<file path="config.mk">
export PLATFORM = sky130hd
export DESIGN_NAME = sram_port_arbiter
export DESIGN_NICKNAME = d
export VERILOG_FILES = /design/src/rtl/sram_port_arbiter.sv
export SDC_FILE = /design/constraint.sdc
export NUM_CORES = 1
export LEC_CHECK = 0
export ABC_AREA = 1
export CAP_MARGIN = 5
export CORE_MARGIN = 1
export CORE_UTILIZATION = 30
export DETAILED_ROUTE_END_ITERATION = 7
export PLACE_DENSITY_LB_ADDON = 0.2
export SLEW_MARGIN = 20
export SYNTH_ARGS = -nofsm -noshare
export SYNTH_HDL_FRONTEND = slang
export SYNTH_SLANG_ARGS = --single-unit
</file>
<file path="constraint.sdc">
create_clock -name clk -period 2 [get_ports clk]
set_clock_uncertainty 0.05 [all_clocks]
set_input_delay 0.3 -clock clk [delete_from_list [all_inputs] [get_ports clk]]
set_output_delay 0.3 -clock clk [all_outputs]
set_load 0.02 [all_outputs]
</file>
<file path="src/rtl/sram_port_arbiter.sv">
// sram_port_arbiter: shares one single-port SRAM macro between NREQ requesters.
// Round-robin arbitration with optional locked (burst) ownership and an
// idle timeout that forcibly releases a lock whose owner stops issuing beats.
// Read data comes back one cycle after the accepted read beat.
module sram_port_arbiter #(
  parameter int NREQ         = 2,
  parameter int AW           = 14,
  parameter int DW           = 32,
  parameter int LOCK_TIMEOUT = 16
) (
  input  logic                   clk,
  input  logic                   rst,
  input  logic [NREQ-1:0]        req_valid_i,
  input  logic [NREQ-1:0]        req_write_i,
  input  logic [NREQ-1:0]        req_lock_i,
  input  logic [NREQ*AW-1:0]     req_addr_i,
  input  logic [NREQ*DW-1:0]     req_wdata_i,
  input  logic [NREQ*DW/8-1:0]   req_wstrb_i,
  output logic [NREQ-1:0]        req_ready_o,
  output logic [NREQ-1:0]        rsp_valid_o,
  output logic [DW-1:0]          rsp_rdata_o,
  output logic                   sram_cs_o,
  output logic [DW/8-1:0]        sram_web_o,
  output logic [AW-1:0]          sram_a_o,
  output logic [DW-1:0]          sram_di_o,
  input  logic [DW-1:0]          sram_do_i,
  output logic                   lock_timeout_o
);

  localparam int BW = DW / 8;
  localparam int PW = $clog2(NREQ);
  localparam int CW = (LOCK_TIMEOUT > 0) ? $clog2(LOCK_TIMEOUT + 1) : 1;
  localparam logic [CW-1:0] CNT_MAX  = '1;
  localparam logic [CW-1:0] CNT_LAST = (LOCK_TIMEOUT > 0) ? CW'(LOCK_TIMEOUT - 1) : '0;

  typedef enum logic {ARB, LOCKED} state_e;

  state_e            state_q, state_d;
  logic [PW-1:0]     ptr_q, ptr_d;
  logic [PW-1:0]     owner_q, owner_d;
  logic [CW-1:0]     idleCnt_q, idleCnt_d;
  logic [NREQ-1:0]   rspValid_q, rspValid_d;
  logic [AW-1:0]     addrHold_q;
  logic [DW-1:0]     dataHold_q;

  logic [PW-1:0]     grantIdx;
  logic              grantValid;
  logic              accept;
  logic              ownerValid;
  logic              lockExpire;
  logic              selWrite;
  logic              selLock;
  logic [AW-1:0]     selAddr;
  logic [DW-1:0]     selData;
  logic [BW-1:0]     selStrb;

  // Pick the winner: the owner while locked, otherwise the first valid
  // requester at or after ptr, wrapping to the lowest valid index below ptr.
  always_comb begin
    grantIdx   = '0;
    grantValid = 1'b0;
    ownerValid = 1'b0;
    for (int i = 0; i < NREQ; i++) begin
      if (owner_q == PW'(i)) ownerValid = req_valid_i[i];
    end
    if (state_q == LOCKED) begin
      grantIdx   = owner_q;
      grantValid = ownerValid;
    end else begin
      for (int i = NREQ - 1; i >= 0; i--) begin
        if (req_valid_i[i]) begin
          grantIdx   = PW'(i);
          grantValid = 1'b1;
        end
      end
      for (int i = NREQ - 1; i >= 0; i--) begin
        if (req_valid_i[i] && (PW'(i) >= ptr_q)) begin
          grantIdx   = PW'(i);
          grantValid = 1'b1;
        end
      end
    end
  end

  // Route the winning requester's beat onto the SRAM pins; hold the address
  // and data pins steady when the port is idle so they do not toggle.
  always_comb begin
    selWrite = 1'b0;
    selLock  = 1'b0;
    selAddr  = '0;
    selData  = '0;
    selStrb  = '0;
    for (int i = 0; i < NREQ; i++) begin
      if (grantIdx == PW'(i)) begin
        selWrite = req_write_i[i];
        selLock  = req_lock_i[i];
        selAddr  = req_addr_i[i*AW +: AW];
        selData  = req_wdata_i[i*DW +: DW];
        selStrb  = req_wstrb_i[i*BW +: BW];
      end
    end
    accept     = grantValid && !rst;
    lockExpire = (LOCK_TIMEOUT != 0) && !rst && (state_q == LOCKED) &&
                 !ownerValid && (idleCnt_q == CNT_LAST);
    for (int i = 0; i < NREQ; i++) begin
      req_ready_o[i] = accept && (grantIdx == PW'(i));
    end
    sram_cs_o      = accept;
    sram_web_o     = (accept && selWrite) ? ~selStrb : '1;
    sram_a_o       = accept ? selAddr : addrHold_q;
    sram_di_o      = accept ? selData : dataHold_q;
    rsp_valid_o    = rst ? '0 : rspValid_q;
    rsp_rdata_o    = sram_do_i;
    lock_timeout_o = lockExpire;
  end

  // Next-state: advance the round-robin pointer, track lock ownership and
  // count owner idle cycles towards the forced release.
  always_comb begin
    state_d    = state_q;
    ptr_d      = ptr_q;
    owner_d    = owner_q;
    idleCnt_d  = idleCnt_q;
    rspValid_d = '0;
    if (accept) begin
      ptr_d = (grantIdx == PW'(NREQ - 1)) ? '0 : grantIdx + 1'b1;
      for (int i = 0; i < NREQ; i++) begin
        rspValid_d[i] = !selWrite && (grantIdx == PW'(i));
      end
    end
    case (state_q)
      ARB: begin
        if (accept && selLock) begin
          state_d   = LOCKED;
          owner_d   = grantIdx;
          idleCnt_d = '0;
        end
      end
      LOCKED: begin
        if (accept) begin
          idleCnt_d = '0;
          if (!selLock) state_d = ARB;
        end else if (lockExpire) begin
          state_d   = ARB;
          idleCnt_d = '0;
        end else if (idleCnt_q != CNT_MAX) begin
          idleCnt_d = idleCnt_q + 1'b1;
        end
      end
      default: state_d = ARB;
    endcase
  end

  // Control state; reset also drops any read response still in flight.
  always_ff @(posedge clk) begin
    if (rst) begin
      state_q    <= ARB;
      ptr_q      <= '0;
      owner_q    <= '0;
      idleCnt_q  <= '0;
      rspValid_q <= '0;
    end else begin
      state_q    <= state_d;
      ptr_q      <= ptr_d;
      owner_q    <= owner_d;
      idleCnt_q  <= idleCnt_d;
      rspValid_q <= rspValid_d;
    end
  end

  // Remember the last driven address/data so idle cycles repeat them.
  always_ff @(posedge clk) begin
    if (accept) begin
      addrHold_q <= selAddr;
      dataHold_q <= selData;
    end
  end

endmodule

</file>
==> qor.yml <==
logic_synthesis:
  syn_area_per_cell_um2: 6.99
  syn_area_um2: 2640
  synth_cells: 377
  synth_top_area_share: 0.425
  synth_top_cell_by_area: "dfxtp_1"
  yosysUniqueCellTypes: 19
  ys_ff_latch: 56
  yosysWarnings: 0
  yosysSeqAreaShare: 0.425
  syn_nets: 518
  synth_area_leaders: "dfxtp_1, nand2_1, nand3_1, buf_4, nor2_1"
finish:
  n_antenna_cell: 0
  fillers: 690
  instances_no_fill: 656
  regArea_um2: 1130
  layout-drive-gt1-share: 0.410
  syn_to_final_growth_pct: 98.2
  nets: 691
  multi_input_area_um2: 1590
routing:
  ant_nets: 0
  remaining_drc_errors: 0
  drt_first_pass_iters: 4
  vias_per_cell: 4.56
  drt_iter0_markers: 38
  wire_per_inst_um: 14.0
  vias: 2994
  wl_um: 9170
floorplanning:
  fp-row-count: 33
  die_y_um: 95.7
  core_area_um2: 8340
  ioPinCount: 228
  die_w_um: 95.7
  dieArea_um2: 9160
  start_util: 0.316
place:
  dp_hpwl_um: 5860
  placedCellCount: 627
  port_buffers: 163
  pre_cts_ws_ns: -0.695
  gp_congestion: 0.791
timing:
  timing.final.crit_share: 1.01
  report.final.hold_viol_count: 0
  period_minus_slack_ns: 2.01
  worstMarginPinSlew_ns: 0.263
  fin_ws_ns: -0.0129
  finalSetupViolCount: 4
  max-slew-margin-rel: 0.824
  fmax_ghz: 0.497
  drv_slew: 0
  rsz0062_at_grt: "true"
  tns_ns: -0.0292
power:
  leakagePower_nw: 2.51
  finalPower_mw: 3.65
  power_density_nw_per_um2: 700
  ir_worst_vdd_v: 0.000404
cts:
  clockBufferDepth: 2
  cts_root_buf: "clkbuf_8"
  h-tree-depth: 2
  numCtsBuffers: 5
  cts.sinks: 56
  clock_latency_ns: 0.31
  cts_tree: "yes"
  postCtsHoldBufs: 0
  clkTransAtPathRegs_ns: 0.10
min_path:
  hold_path_end: "owner_q$_SDFFE_PP0P_"
  min-delay-start: "rst"
  min_path_type: "in2reg"
  holdPathStages: 3
setup_path:
  startpoint_type: "register"
  crit_required_ns: 1.65
  end_kind: "primary output"
  r2r-start: "ptr_q$_SDFFE_PP0N_"
  crit_type: "reg2out"
  timing.rr.end: "idleCnt_q[3]$_SDFFE_PP0P_"
  reg2reg_depth: 15
  r2r_slack_ns: 0.23
  cp.arrival_ns: 1.66
  cp_max_fo: 8
run_status:
  violations: "setup timing"
  status: "finished, violations left"
global_route:
  grt_pass1_vias: 2889
  grt_overflow: 0
  grt_usage: 0.191
  antenna_found_initial: 0
  grt_max_degree: 27
  grt_first_pass_wirelength_um: 13200
flow_run:
  maxCapViolCount: 0
==> layout by cell type (no fill, tap or decap) <==
cell and n:
nand2_1 112, clkdlybuf4s50_1 106, dfxtp_1 54, buf_6 51, nand3_2 44, nand2_2 43, buf_4 38, nor2_1 15
nand2_4 13, inv_1 11, nand3_1 9, buf_12 9, a21oi_1 6, clkbuf_8 6, nand3_4 4, dlygate4sd2_1 4
mux2_2 3, nand4_1 2, inv_8 2, xor2_1 2, clkinv_2 2, clkbuf_2 2, inv_2 1, inv_6 1
nor2_2 1, mux2_4 1, nor3_1 1, a211oi_1 1, o21ai_0 1, ha_1 1, buf_16 1, clkbuf_16 1
buf_2 1, dfxtp_2 1, dfxtp_4 1
==> power breakdown <==
part	switching [mW]	internal, mW	total (mW)
clock network	0.378	0.278	0.656
logic	0.768	0.873	1.64
registers	0.0529	1.30	1.36
total	1.20	2.45	3.65
==> cells by family after synthesis <==
kind of cell | share of synthesized area
simple gates | 0.381
buf+inv | 0.149
flops | 0.425
compound gates | 0.0161
mux | 0.0171
xor+xnor | 0.00665
fa+ha+maj | 0.00475
==> Yosys cell counts <==
master and count:
nand2_1 164, buf_2 5, buf_6 3, nor3_1 1
a21oi_1 6, ha_1 1, xor2_1 2, buf_4 35
inv_2 3, mux2_2 4, a211oi_1 1, nand3_1 57
inv_1 12, clkbuf_1 4, o21ai_0 1, dfxtp_1 56
nand2_2 4, nor2_1 16, nand4_1 2
==> routing by layer <==
| layer | up-vias | track usage | share of wire |
|---|---|---|---|
| met5 | - | 0 | 0 |
| met4 | 0 | 0.0560 | 0.015 |
| met3 | 13 | 0.0577 | 0.085 |
| met2 | 115 | 0.365 | 0.52 |
| met1 | 1360 | 0.200 | 0.38 |
| li1 | 1506 | - | - |
==> critical path: stages, from the launching register on <==
cell	delay, ns
dfxtp_4	0.38
nor2_2	0.10
nand2_2	0.12
nand2_4	0.10
nand2_4	0.07
inv_8	0.09
buf_12	0.13
nand2_1	0.08
nand2_4	0.10
nand2_2	0.06
buf_6	0.12
==> per-stage QoR <==
| step | hold slack, ns | cell area (µm²) | utilization |
|---|---|---|---|
| 2_1_floorplan | 0.319 | 2640 | - |
| 3_3_place_gp | 0.403 | 4330 | 0.519 |
| 3_5_place_dp | 0.402 | 4330 | 0.519 |
| 4_1_cts | 0.363 | 5080 | 0.609 |
| 5_1_grt | 0.390 | 5220 | 0.626 |
| 6_report | 0.385 | 5220 | 0.626 |
==> registers in the layout, indices dropped and copies added, names as in the netlist <==
register / cells
dataHold_q: 32
owner_q: 1
rspValid_q: 2
addrHold_q: 14
idleCnt_q: 5
ptr_q: 1
state_q: 1
==> repair_timing <==
item / 4_1_cts / 5_1_grt
pin swaps: 15 / 13
setup endpoints to repair: 55 / 53
cloned: 5 / 1
buffers inserted: 13 / 7
gates resized for setup: 400 / 57
endpoints found under the hold margin: 0 / 0
==> worst max path at each step <==
stage                                     from             to  slack, ns  cells past startpoint
final                       state_q$_SDFF_PP0_  sram_web_o[1]      -0.01                     10
after detailed placement        req_valid_i[0]  sram_di_o[15]      -0.69                     11
after CTS                 owner_q$_SDFFE_PP0P_  sram_di_o[31]      -0.08                     12
after global placement          req_valid_i[1]  sram_di_o[15]      -0.66                     11
after global routing      owner_q$_SDFFE_PP0P_  sram_web_o[2]      -0.10                     12
after floorplan           owner_q$_SDFFE_PP0P_    sram_a_o[0]       0.26                     10
==> area by class of cell <==
| type | instances | area share |
|---|---|---|
| clock buffers | 6 | 0.0158 |
| inverters | 15 | 0.0146 |
| repair buffers | 213 | 0.422 |
| flip-flops and latches | 56 | 0.216 |
| well taps | 105 | 0.0252 |
| clock inverters | 2 | 0.00192 |
| multi-input cells | 259 | 0.305 |
No activity file was read; power rests on OpenSTA's default activity.
==> patch 1: new RTL, same settings <==
Make the reset (`rst`) asynchronous in one clocked block.
--- a/src/rtl/sram_port_arbiter.sv
+++ b/src/rtl/sram_port_arbiter.sv
@@ -153,5 +153,5 @@
 
   // Control state; reset also drops any read response still in flight.
-  always_ff @(posedge clk) begin
+  always_ff @(posedge clk or posedge rst) begin
     if (rst) begin
       state_q    <= ARB;
Formal check against the unedited RTL: same outputs for any inputs over 4 cycles, from zero or initial values and one cycle with rst high; that may be too few to reach the edited logic, so the function may still have changed.
==> patch 1 against the unedited design <==
- the run still ends with negative setup slack left
- critical path type unchanged
- utilization increased by 5.0 points
- synthesized area up 1.5%
- fmax decreased by 15%
- first-iteration DRC count grew to 3.9 times the old value
- via count is 7.7% higher
- count of clock-buffer cells in the layout did not move
- die area rose by 1.5%
- design area increased by 12%
- routed wire length grew 14%
- worst setup slack got worse by 0.35 ns
- hold slack lost 0.029 ns
- final cell count is 5.5% higher
- sequential cell count unchanged
Power is not compared: it rests on default switching activity, and its combinational part moved more than twofold at a synthesized area within 25%.
==> patch 1: results (changes against the unedited design) <==
complex-gate fraction of the synthesized area 1.17% (-0.45 points); Seq/Total Area, Yosys 43.8% (+1.2 points); crit path max fanout 5 (-3); syn_nets 519 (+0.19%); CP delay by family, top buffers and inverters; sequential share of cell area 20.0% (-1.6 points); post-synthesis mux area share 0% (-1.7 points); Synth area leaders dfxtp_1 (34%), nand2_1 (25%), nand3_1 (11%); Hold Path Class in2async; first-pass GRT wire length 14500 µm (+9.5%); fin worst setup slack -0.360 ns (-0.347 ns); crit path DAT 2.01 ns (+0.35 ns); status complete, but fails checks; multi-input gate share of the layout cell area 29.5% (-0.98 points); invs w/o clock 13 (-2); post_cts resized 333 (-17%); post-synthesis xor/xnor area fraction 0.655% (-0.0099 points); failing checks negative setup slack; Buffers, non-clock 246 (+15%); Routability Congestion 0.799 (+1.1%); syn_area_per_cell 7.08 µm² (+1.3%); ClkCell Share 2.07% (+0.30 points); layout cells sized above 1 46.4% (+5.4 points); Largest stage delay, worst path 0.40 ns (+0.02 ns); final setup vio count 52 (+48); metal2 WL 5410 µm (+13%); worst-margin pin slew 0.328 ns (+0.0644 ns); met1 GRT Util 24.3% (+4.3 points); design area 5870 µm² (+12%); GR Layer Usage met3 6.34% (+0.57 points); fraction of registers with async set or reset after synthesis 17.9% (+18 points); WL met1 3990 µm (+15%); dpl cells 629 (+0.32%); CTS H-tree depth 2 (unchanged); total power 8510 µW; grt met2 use 36.0% (-0.50 points); met3 wire len 838 µm (+8.1%); GRT Overall Usage 20.7% (+1.5 points); Post-synth top cells nand2_1 (178), nand3_1 (59), dfxtp_1 (46); Filler cells 683 (-1.0%); final wirelength 10400 µm (+14%); DR vias/cell 4.66 (+2.1%); dpl hpwl 5910 µm (+0.80%); Syn-to-layout area delta 119%; vias in the first global route 3038 (+5.2%); largest net degree at the start of global routing 26 (-3.7%)
==> patch 1: changes by cell type after synthesis, moves of 5 or more <==
cell     before  now
dfxtp_1      56   46
nand2_1     164  178
a21oi_1       6    1
dfrtp_1       0   10
nor2_1       16   11
==> patch 1: kinds of logic (layout without fill, tap and decap cells) <==
| family | Yosys count | after routing |
|---|---|---|
| xor gates and xnor gates | 2 | 2 |
| DFF | 56 | 56 |
| buffers and inverters | 61 | 267 |
| and+or+nand+nor | 254 | 254 |
| AOI/OAI and AO/OA | 4 | 4 |
| adders and majority gates | 1 | 1 |
==> patch 1: worst paths after layout <==
path                                             to  slack [ns]  depth (start not counted)
setup / recovery                        sram_a_o[1]       -0.36                         12
hold / removal             idleCnt_q[1]$_DFFE_PP0P_        0.36                          3
setup reg to reg              dataHold_q[6]$_DFF_P_        0.03                         14
hold reg to reg               dataHold_q[0]$_DFF_P_        0.43                          2
max in group asynchronous         state_q$_DFF_PP0_        1.38                          3
min in group clk              dataHold_q[0]$_DFF_P_        0.43                          2
==> patch 2: new RTL, same settings <==
Without the edit above. `LOCK_TIMEOUT`: 16 -> 8.
--- a/src/rtl/sram_port_arbiter.sv
+++ b/src/rtl/sram_port_arbiter.sv
@@ -7,5 +7,5 @@
   parameter int AW           = 14,
   parameter int DW           = 32,
-  parameter int LOCK_TIMEOUT = 16
+  parameter int LOCK_TIMEOUT = 8
 ) (
   input  logic                   clk,
Check against the original RTL: not equivalent (Yosys sat finds a counterexample within 10 cycles, from zero or initial values and one cycle with rst high).
==> patch 2 against the unedited design <==
- the flow still finishes with violations (negative setup slack)
- sequential cell count shrank 1
- routed wire length increased by 9.6%
- worst setup slack lost 0.028 ns
- synthesized area increased by 2.7%
- design area increased by 12%
- power rose by 8.7%
- critical path depth is 2 higher
==> patch 2: results (changes against the unedited design) <==
GRT Overall Usage 20.7% (+1.6 points); dpl hpwl 6070 µm (+3.6%); GR Layer Usage met3 7.30% (+1.5 points); CP startpoint owner_q$_SDFFE_PP0P_; Syn-to-layout area delta 116%; post-route setup TNS -1.17 ns (-1.14 ns); Slew Viols, Final 0 (unchanged); DR vias/cell 4.63 (+1.4%); Port Buffers 163 (unchanged); relative slew slack 79.7% (-2.7 points); WHS Endpoint state_q$_SDFF_PP0_; Post-synth top cells nand2_1 (167), nand3_1 (57), dfxtp_1 (55); final setup vio count 49 (+45); syn_area_per_cell 6.96 µm² (-0.46%); wire length per cell 14.8 µm (+6.2%); status complete, but fails checks; crit path to sram_di_o[18]; Clk pwr share 16.7% (-1.3 points); R2R setup slack 0.04 ns (-0.19 ns); Largest stage delay, worst path 0.37 ns; worst slack, placed -0.726 ns (-0.0316 ns); Yosys cell types 22 (+3); Synth area leaders dfxtp_1 (41%), nand2_1 (23%), nand3_1 (11%); DR iter-0 viols 55 (+45%); Reg2Reg Depth 16 (+1); count leader, synth nand2_1; Internal 2610 µW (+6.3%); Flop pwr share 34.2% (-2.9 points); routed via count 3132 (+4.6%); Leak 0.00288 µW (+15%); crit path DAT 1.69 ns (+0.03 ns); total CTS buffers 5 (unchanged); CP delay by family, top buffers and inverters; dpl cells 633 (+0.96%); failing checks negative setup slack; registers with the most flip-flops dataHold_q x32, addrHold_q x14, idleCnt_q x4; vias in the first global route 3251 (+13%); largest net degree at the start of global routing 30 (+11%); fin nets 709 (+2.6%); met1 GRT Util 21.9% (+2.0 points); syn_nets 530 (+2.3%); placed cell area 4310 µm² (-0.35%); first-pass GRT wire length 15700 µm (+19%); Filler cells 689 (-0.14%); reg-to-reg endpoint addrHold_q[4]$_DFF_P_; layout cells sized above 1 48.0% (+7.0 points); initial antenna violation count 0 (unchanged); Final Hold Slack 0.410 ns (+0.0253 ns); P_clk 664 µW (+1%); VDD IR max 419 µV (+3.7%); fin worst setup slack -0.0410 ns (-0.0281 ns); Routability Congestion 0.772 (-2.3%); Seq/Total Area, Yosys 40.7% (-1.9 points); grt met2 use 37.7% (+1.2 points)
[patch 2: timing repair]
action                     CTS  global route
buffers inserted            22             9
setup endpoints to repair   54            56
gates resized for setup    464            85
cloned                       7             0
hold endpoints to repair     0             0
pin swaps                   24            17
[patch 2: cell type report]
cell class	instances	share of cell area (%)
clock inverters	2	0.278
multi-input cells	268	34.8
repair buffers	221	40.7
inverters	17	1.54
flip-flops and latches	55	19.0
well taps	108	2.31
clock buffers	6	1.41
[patch 2: cells by family (layout without fill, tap and decap cells)]
logic type / count (synthesis) / after routing / synth area share [%]
simple gates: 256 / 256 / 40.7
compound gates: 11 / 11 / 2.36
fa+ha+maj: 1 / 1 / 0.462
buf+inv: 66 / 246 / 15.8
flops: 55 / 55 / 40.7
[patch 2: routing by layer]
| layer | part of all wire (%) | wire length [µm] |
|---|---|---|
| met5 | 0 | 0 |
| met4 | 1.8 | 183 |
| met3 | 8.1 | 818 |
| met2 | 53 | 5370 |
| met1 | 37 | 3670 |
